### config.mk
export PLATFORM = sky130hd
export DESIGN_NAME = fetch_unit
export DESIGN_NICKNAME = d
export VERILOG_FILES = /design/src/rtl/fetch_unit.sv
export SDC_FILE = /design/constraint.sdc
export NUM_CORES = 1
export LEC_CHECK = 0
export CAP_MARGIN = 20
export CORE_ASPECT_RATIO = 1.4
export CORE_MARGIN = 2
export CORE_UTILIZATION = 39
export CTS_BUF_LIST = sky130_fd_sc_hd__clkbuf_4 sky130_fd_sc_hd__clkbuf_8
export DETAILED_ROUTE_END_ITERATION = 10
export GPL_TIMING_DRIVEN = 0
export PLACE_DENSITY_LB_ADDON = 0.05
export SYNTH_ARGS = -nofsm -noshare
export SYNTH_HDL_FRONTEND = slang
export SYNTH_SLANG_ARGS = --single-unit
### constraint.sdc
create_clock -name clk -period 7.5 [get_ports clk]
set_input_delay 0.75 -clock clk [delete_from_list [all_inputs] [get_ports clk]]
set_output_delay 0.75 -clock clk [all_outputs]
set_load 0.01 [all_outputs]
### src/rtl/fetch_unit.sv
// fetch_unit: instruction fetch stage in front of the decoder.
// Holds the PC, issues one instruction-memory read at a time, and hands each
// returned word plus its PC to decode. A redirect reloads the PC and squashes
// anything in flight or buffered.
//
// Ports:
//   clk, rst                       clock, async active-high reset
//   imem_req_valid/ready, imem_addr   fetch request channel
//   imem_resp_valid, imem_resp_data   fetch response (one per accepted request)
//   redirect, redirect_pc          branch/jump target load + flush
//   stall                          decode cannot take the output this cycle
//   inst_valid, inst_out, pc_out   instruction slot presented to decode
module fetch_unit #(
  parameter logic [31:0] RESET_PC = 32'h0000_0000,
  parameter logic [31:0] NOP_INST = 32'h0000_0013
) (
  input  logic        clk,
  input  logic        rst,
  output logic        imem_req_valid,
  input  logic        imem_req_ready,
  output logic [31:0] imem_addr,
  input  logic        imem_resp_valid,
  input  logic [31:0] imem_resp_data,
  input  logic        redirect,
  input  logic [31:0] redirect_pc,
  input  logic        stall,
  output logic        inst_valid,
  output logic [31:0] inst_out,
  output logic [31:0] pc_out
);

  typedef enum logic [1:0] {
    S_REQ  = 2'd0,
    S_WAIT = 2'd1,
    S_HOLD = 2'd2
  } state_t;

  state_t      state_q;
  logic [31:0] pc_q;
  logic [31:0] req_pc_q;
  logic        discard_q;
  logic        inst_valid_q;
  logic [31:0] inst_out_q;
  logic [31:0] pc_out_q;
  logic [31:0] hold_inst_q;
  logic [31:0] hold_pc_q;

  logic [31:0] pc_seq_d;
  logic [31:0] redir_pc_d;
  logic        consume;

  // Sequential PC wraps naturally at 2^32; redirect targets are word-aligned.
  assign pc_seq_d   = pc_q + 32'd4;
  assign redir_pc_d = {redirect_pc[31:2], 2'b00};
  assign consume    = inst_valid_q && !stall;

  // Request is suppressed by a same-cycle redirect so the stale PC never issues.
  assign imem_req_valid = !rst && (state_q == S_REQ) && !redirect;
  assign imem_addr      = pc_q;
  assign inst_valid     = inst_valid_q;
  assign inst_out       = inst_out_q;
  assign pc_out         = pc_out_q;

  // Fetch FSM, output slot and hold buffer.
  always_ff @(posedge clk or posedge rst) begin
    if (rst) begin
      state_q      <= S_REQ;
      pc_q         <= RESET_PC;
      req_pc_q     <= 32'h0;
      discard_q    <= 1'b0;
      inst_valid_q <= 1'b0;
      inst_out_q   <= NOP_INST;
      pc_out_q     <= 32'h0;
      hold_inst_q  <= NOP_INST;
      hold_pc_q    <= 32'h0;
    end else if (redirect) begin
      pc_q         <= redir_pc_d;
      inst_valid_q <= 1'b0;
      inst_out_q   <= NOP_INST;
      case (state_q)
        S_REQ:  state_q <= S_REQ;
        S_WAIT: begin
          // A response landing with the redirect is stale; otherwise wait it out.
          if (imem_resp_valid) begin
            state_q <= S_REQ;
          end else begin
            discard_q <= 1'b1;
          end
        end
        default: state_q <= S_REQ;
      endcase
    end else begin
      if (consume) begin
        inst_valid_q <= 1'b0;
        inst_out_q   <= NOP_INST;
      end
      case (state_q)
        S_REQ: begin
          if (imem_req_ready) begin
            req_pc_q  <= pc_q;
            pc_q      <= pc_seq_d;
            discard_q <= 1'b0;
            state_q   <= S_WAIT;
          end
        end
        S_WAIT: begin
          if (imem_resp_valid) begin
            if (discard_q) begin
              state_q <= S_REQ;
            end else if (!inst_valid_q || consume) begin
              inst_valid_q <= 1'b1;
              inst_out_q   <= imem_resp_data;
              pc_out_q     <= req_pc_q;
              state_q      <= S_REQ;
            end else begin
              hold_inst_q <= imem_resp_data;
              hold_pc_q   <= req_pc_q;
              state_q     <= S_HOLD;
            end
          end
        end
        S_HOLD: begin
          if (consume) begin
            inst_valid_q <= 1'b1;
            inst_out_q   <= hold_inst_q;
            pc_out_q     <= hold_pc_q;
            state_q      <= S_REQ;
          end
        end
        default: state_q <= S_REQ;
      endcase
    end
  end

endmodule
== Word-level counts from Yosys, hierarchy flattened ==
Cells that the tools add are included.
W data, S select, Z words.

* Equal/unequal tests: 10
* Muxes and demuxes: 36
* $add $sub $neg: 1
* Bitwise operators: 3
* Reductions and logical operators: 18

{| class="wikitable"
|+ Operators by type and width
! kind !! number
|-
| $mux W32 || 13
|-
| $pmux W32 S2 || 2
|-
| $add A32 B3 Y32 const B || 1
|-
| $mux W2 || 8
|-
| $mux W1 || 11
|-
| $ne A2 B2 Y1 const B || 5
|-
| $ne A3 B3 Y1 const B || 2
|-
| $pmux W2 S3 || 1
|-
| $reduce_and A3 Y1 || 2
|-
| $reduce_and A6 Y1 || 1
|-
| $reduce_bool A2 Y1 || 3
|-
| $reduce_and A5 Y1 || 1
|-
| $logic_not A1 Y1 || 4
|-
| $reduce_and A4 Y1 || 1
|-
| $logic_and A1 B1 Y1 || 3
|-
| $not A1 Y1 || 3
|-
| $eq A2 B1 Y1 const B || 1
|-
| $eq A2 B2 Y1 const B || 1
|-
| $logic_not A2 Y1 || 1
|-
| $ne A2 B1 Y1 const B || 1
|-
| $pmux W1 S2 || 1
|-
| $reduce_and A2 Y1 || 1
|-
| $logic_or A1 B1 Y1 || 1
|}

* Logic and storage cells: 77
* Output and inout port bits: 98
* Input port bits: 70
* Register bits: 196

== Depth between registers and ports, before layout ==
* Depth in word-level cells: 8
* Depth in mapped cells: 9
* Depth with buffers taken out: 6

== Worst setup path after synthesis ==
Ideal clock, no wire load.

* Path type: input -> register
* Start: in imem_req_ready
* End: reg pc_q[22], in the netlist imem_addr[22]
* Data required time: 7,418 ps
* Path slack: 5,309 ps
* Arrival: 2,109 ps
* Stages: 5
* Path through: nand4_1 or4_1 clkbuf_1 or3_1 a31oi_1

* Cells in the longest elaborated chain, start to end: 2

{| class="wikitable"
|+ RTL lines
! item !! RTL line !! RTL
|-
| start: declaration || 20 || <nowiki>input logic imem_req_ready,</nowiki>
|-
| $reduce_bool A2 Y1 (no source line) || - ||
|-
| $reduce_and A2 Y1 (no source line) || - ||
|-
| end signal: assignment || 77 || <nowiki>pc_q <= redir_pc_d;</nowiki>
|-
| end signal: assignment || 101 || <nowiki>pc_q <= pc_seq_d;</nowiki>
|-
| end: declaration || 39 || <nowiki>logic [31:0] pc_q;</nowiki>
|}

Every way passes these cells.
A chain may end at the register's enable or synchronous reset.

== Worst setup path after layout ==
* Start: in redirect
* End: out imem_req_valid

* Cells in the longest elaborated chain, start to end: 2

{| class="wikitable"
|+ RTL lines
! item !! RTL line !! RTL
|-
| start: declaration || 24 || <nowiki>input logic redirect,</nowiki>
|-
| $logic_not A1 Y1 || 58 || <nowiki>assign imem_req_valid = !rst && (state_q == S_REQ) && !redirect;</nowiki>
|-
| $logic_and A1 B1 Y1 || 58 ||
|-
| end: declaration || 19 || <nowiki>output logic imem_req_valid,</nowiki>
|}

Every way passes these cells.

==> flow_summary.toml <==
[placed_design]
port_buffers = 161
routabilityCongestion = 0.833
placed_cells = 1092
dp_hpwl_um = 15800

[cts]
holdBufCountCts = 0
cts_made_buffers = 17
post_cts_buffers = 0
cts_tree = "yes"
clock_latency_ns = 0.47
cts_max_level = 4
clk_pin_slew_ns = 0.09
cts_sinks = 188
clockRootBuffer = "clkbuf_8"
cts_resized = 0
clockBufferDepth = 2

[logic_synthesis]
netlist_area_sq_mm = 0.00842
ys.flop_type = "dfrtp_1"
yosysWarnings = 0
synth_edf_count = 0
ys_seq_area_share_pct = 55.9
syn_inst = 666
synth.distinct_cells = 52
syn_avg_cell_area_sq_um = 12.6
synth_seq_cells = 188
ys_async_sr_fraction_pct = 100

[power]
pwr_density_cell_mw_per_mm2 = 246
ir_worst_vdd_mv = 0.113
power.total_mw = 2.67
p_leak_nw = 4.58

[worst_hold_path]
holdPathStages = 1
hold_start = "inst_out[30]$_DFF_PP0_"
hp-class = "flip-flop to flip-flop"
min_to = "inst_out[30]$_DFF_PP0_"

[worst_setup_path]
cp-start-kind = "primary input"
cp.required_ns = 6.75
crit_slowest_cell = "clkdlybuf4s50_1"
reg2reg_setup_slack_ns = 4.88
worst-r2r-cell-count = 7
critPathArrivalTime_ns = 2.42
crit_type = "primary input to output pin"
end_kind = "output pin"
worstPathCellList = "clkdlybuf4s50_1 -> inv_1 -> buf_6 -> nand2_1 -> nor2_1 -> clkdlybuf4s50_1"
r2r-end = "req_pc_q[23]$_DFFE_PP0P_"
slowest_delay_ns = 0.54
r2r-start = "state_q[0]$_DFFE_PP0P_"
cp_common_cell = "clkdlybuf4s50_1"
crit_fanout = 10

[global_route]
grt_pass1_wl_um = 34600
grt_max_degree = 100
antenna_found_initial = 0
first_global_vias = 6422
grt_overflow = 0
track_usage_pct = 19.7

[floorplan]
num_rows = 63
die_h_um = 178
start_util_pct = 39.7
fp.coreArea_sq_mm = 0.0212
die-area_sq_mm = 0.0228
die_w_um = 128
pin_count = 168

[timing]
final_hold_viol_count = 0
holdWs_ns = 0.496
fin_crit_ns = 3.17
fin_skew_ns = 0.00912
drv_slew = 0
slew_headroom_pct = 38.3
fmax_ghz = 0.315
tightestPinTransition_ns = 0.917
setup_viol = 0
period_share_pct = 42.3
rsz0062_at_grt = "false"

[routing]
vias_per_cell = 5.47
routed-via-count = 6139
drtIter0Drc = 286
drt-total-wl_um = 21900
firstDrtPassIters = 4
final_antenna_net_count = 0
wl_per_cell_um = 19.5
post-route-drc-count = 0

[cells_and_area]
final_cell_mix = "182 x dfrtp_1, 161 x clkdlybuf4s50_1, 148 x mux2_2"
fill_cells = 1877
instances_no_fill = 1123
area_delta_synth_final_pct = 29.0
drive_gt1_share_pct = 25.0
final_common_cell = "dfrtp_1"
post-route-util_pct = 51.2
finalNetCount = 925
diodes = 0

[run_status]
status = "complete, no violations"

[run]
maxCapViolCount = 0
==> state kept, by name (all words and copies together) (netlist names) <==
name         cells
inst_valid       1
discard_q        1
imem_addr       30
state_q          2
pc_out          30
hold_inst_q     32
hold_pc_q       30
req_pc_q        30
inst_out        32
==> cells in the mapped netlist, types with 2 or more instances <==
master     number  share of area, %
a21oi_1         5              0.30
mux2i_1         2              0.24
or4_1          12               1.1
clkbuf_1       26               1.2
buf_2          12              0.71
buf_1           2             0.089
and2_1          2              0.15
buf_4           4              0.36
inv_1          11              0.49
nand2_1        32               1.4
xor2_1          9              0.94
dfstp_2         6               1.9
nor3_1          3              0.18
buf_6           2              0.27
dfrtp_1       182                54
o211ai_1        4              0.36
nand2b_1        2              0.15
a31oi_1        15               1.1
ha_1            4              0.59
o2bb2ai_1      29               3.0
nand4_1        11              0.82
or3_1           3              0.22
mux2_2        148                20
xnor2_1         2              0.21
o21ai_0        27               1.6
a311o_1         3              0.36
nor2_1         20              0.89
o31ai_1         7              0.62
and3_1          3              0.22
nor2b_1         4              0.30
nand3b_1        2              0.18
nand3_1        17               1.0
and4_1          5              0.52
a22oi_1        31               2.8
or4_2           2              0.21
==> critical path, delay by kind of cell <==
family	cells	cell delay, ns
buf+inv	4	1.42
simple gates	2	0.25
==> stage by stage <==
step                area [sq um]  TNS (ns)  setup WS (ns)
global placement           10400   -146.83         -0.820
floorplan                   8440         0           1.65
finish                     10900         0           4.33
CTS                        10900         0           4.31
global route               10900         0           4.24
detailed placement         10400         0           4.22
==> where the power goes <==
group	leakage [nW]	total (mW)	internal (mW)	switching [mW]
clock	0.219	0.770	0.397	0.373
combinational	1.93	0.618	0.371	0.248
sequential	2.43	1.28	1.17	0.114
==> per-layer routing <==
metal  GRT usage [%]  routed length [um]  part of all wire [%]
met1            23.5                8820                    40
met2            33.8               11300                    52
met3            5.19                1240                   5.7
met4            7.51                 548                   2.5
met5               0                   0                     0
==> cell families after synthesis <==
family	after synthesis	synth area share [%]
fa+ha+maj	4	0.594
buf+inv	58	3.18
compound gates	127	10.8
simple gates	127	8.29
xor+xnor	11	1.14
other cells	1	0.0445
flops	188	55.9
mux	150	20.0
==> final cells by class <==
class / instances / area, sq um / area share (%)
Inverter: 11 / 48.8 / 0.449
Tap cell: 260 / 325 / 2.99
Clock inverter: 14 / 218 / 2.00
Buffer: 47 / 226 / 2.08
Multi-Input combinational cell: 423 / 3460 / 31.8
Timing Repair Buffer: 163 / 1650 / 15.2
Sequential cell: 188 / 4710 / 43.4
Clock buffer: 17 / 234 / 2.15
==> worst max path at each step <==
| stage | end | cells past startpoint | start |
|---|---|---|---|
| floorplan | discard_q$_DFFE_PP0P_ | 1 | rst |
| global placement | hold_inst_q[12]$_DFFE_PP0P_ | 2 | rst |
| detailed placement | req_pc_q[23]$_DFFE_PP0P_ | 6 | imem_req_ready |
| CTS | imem_req_valid | 6 | redirect |
| global route | imem_req_valid | 6 | redirect |
| finish | imem_req_valid | 6 | redirect |
Power figures use the tool's default switching activity.
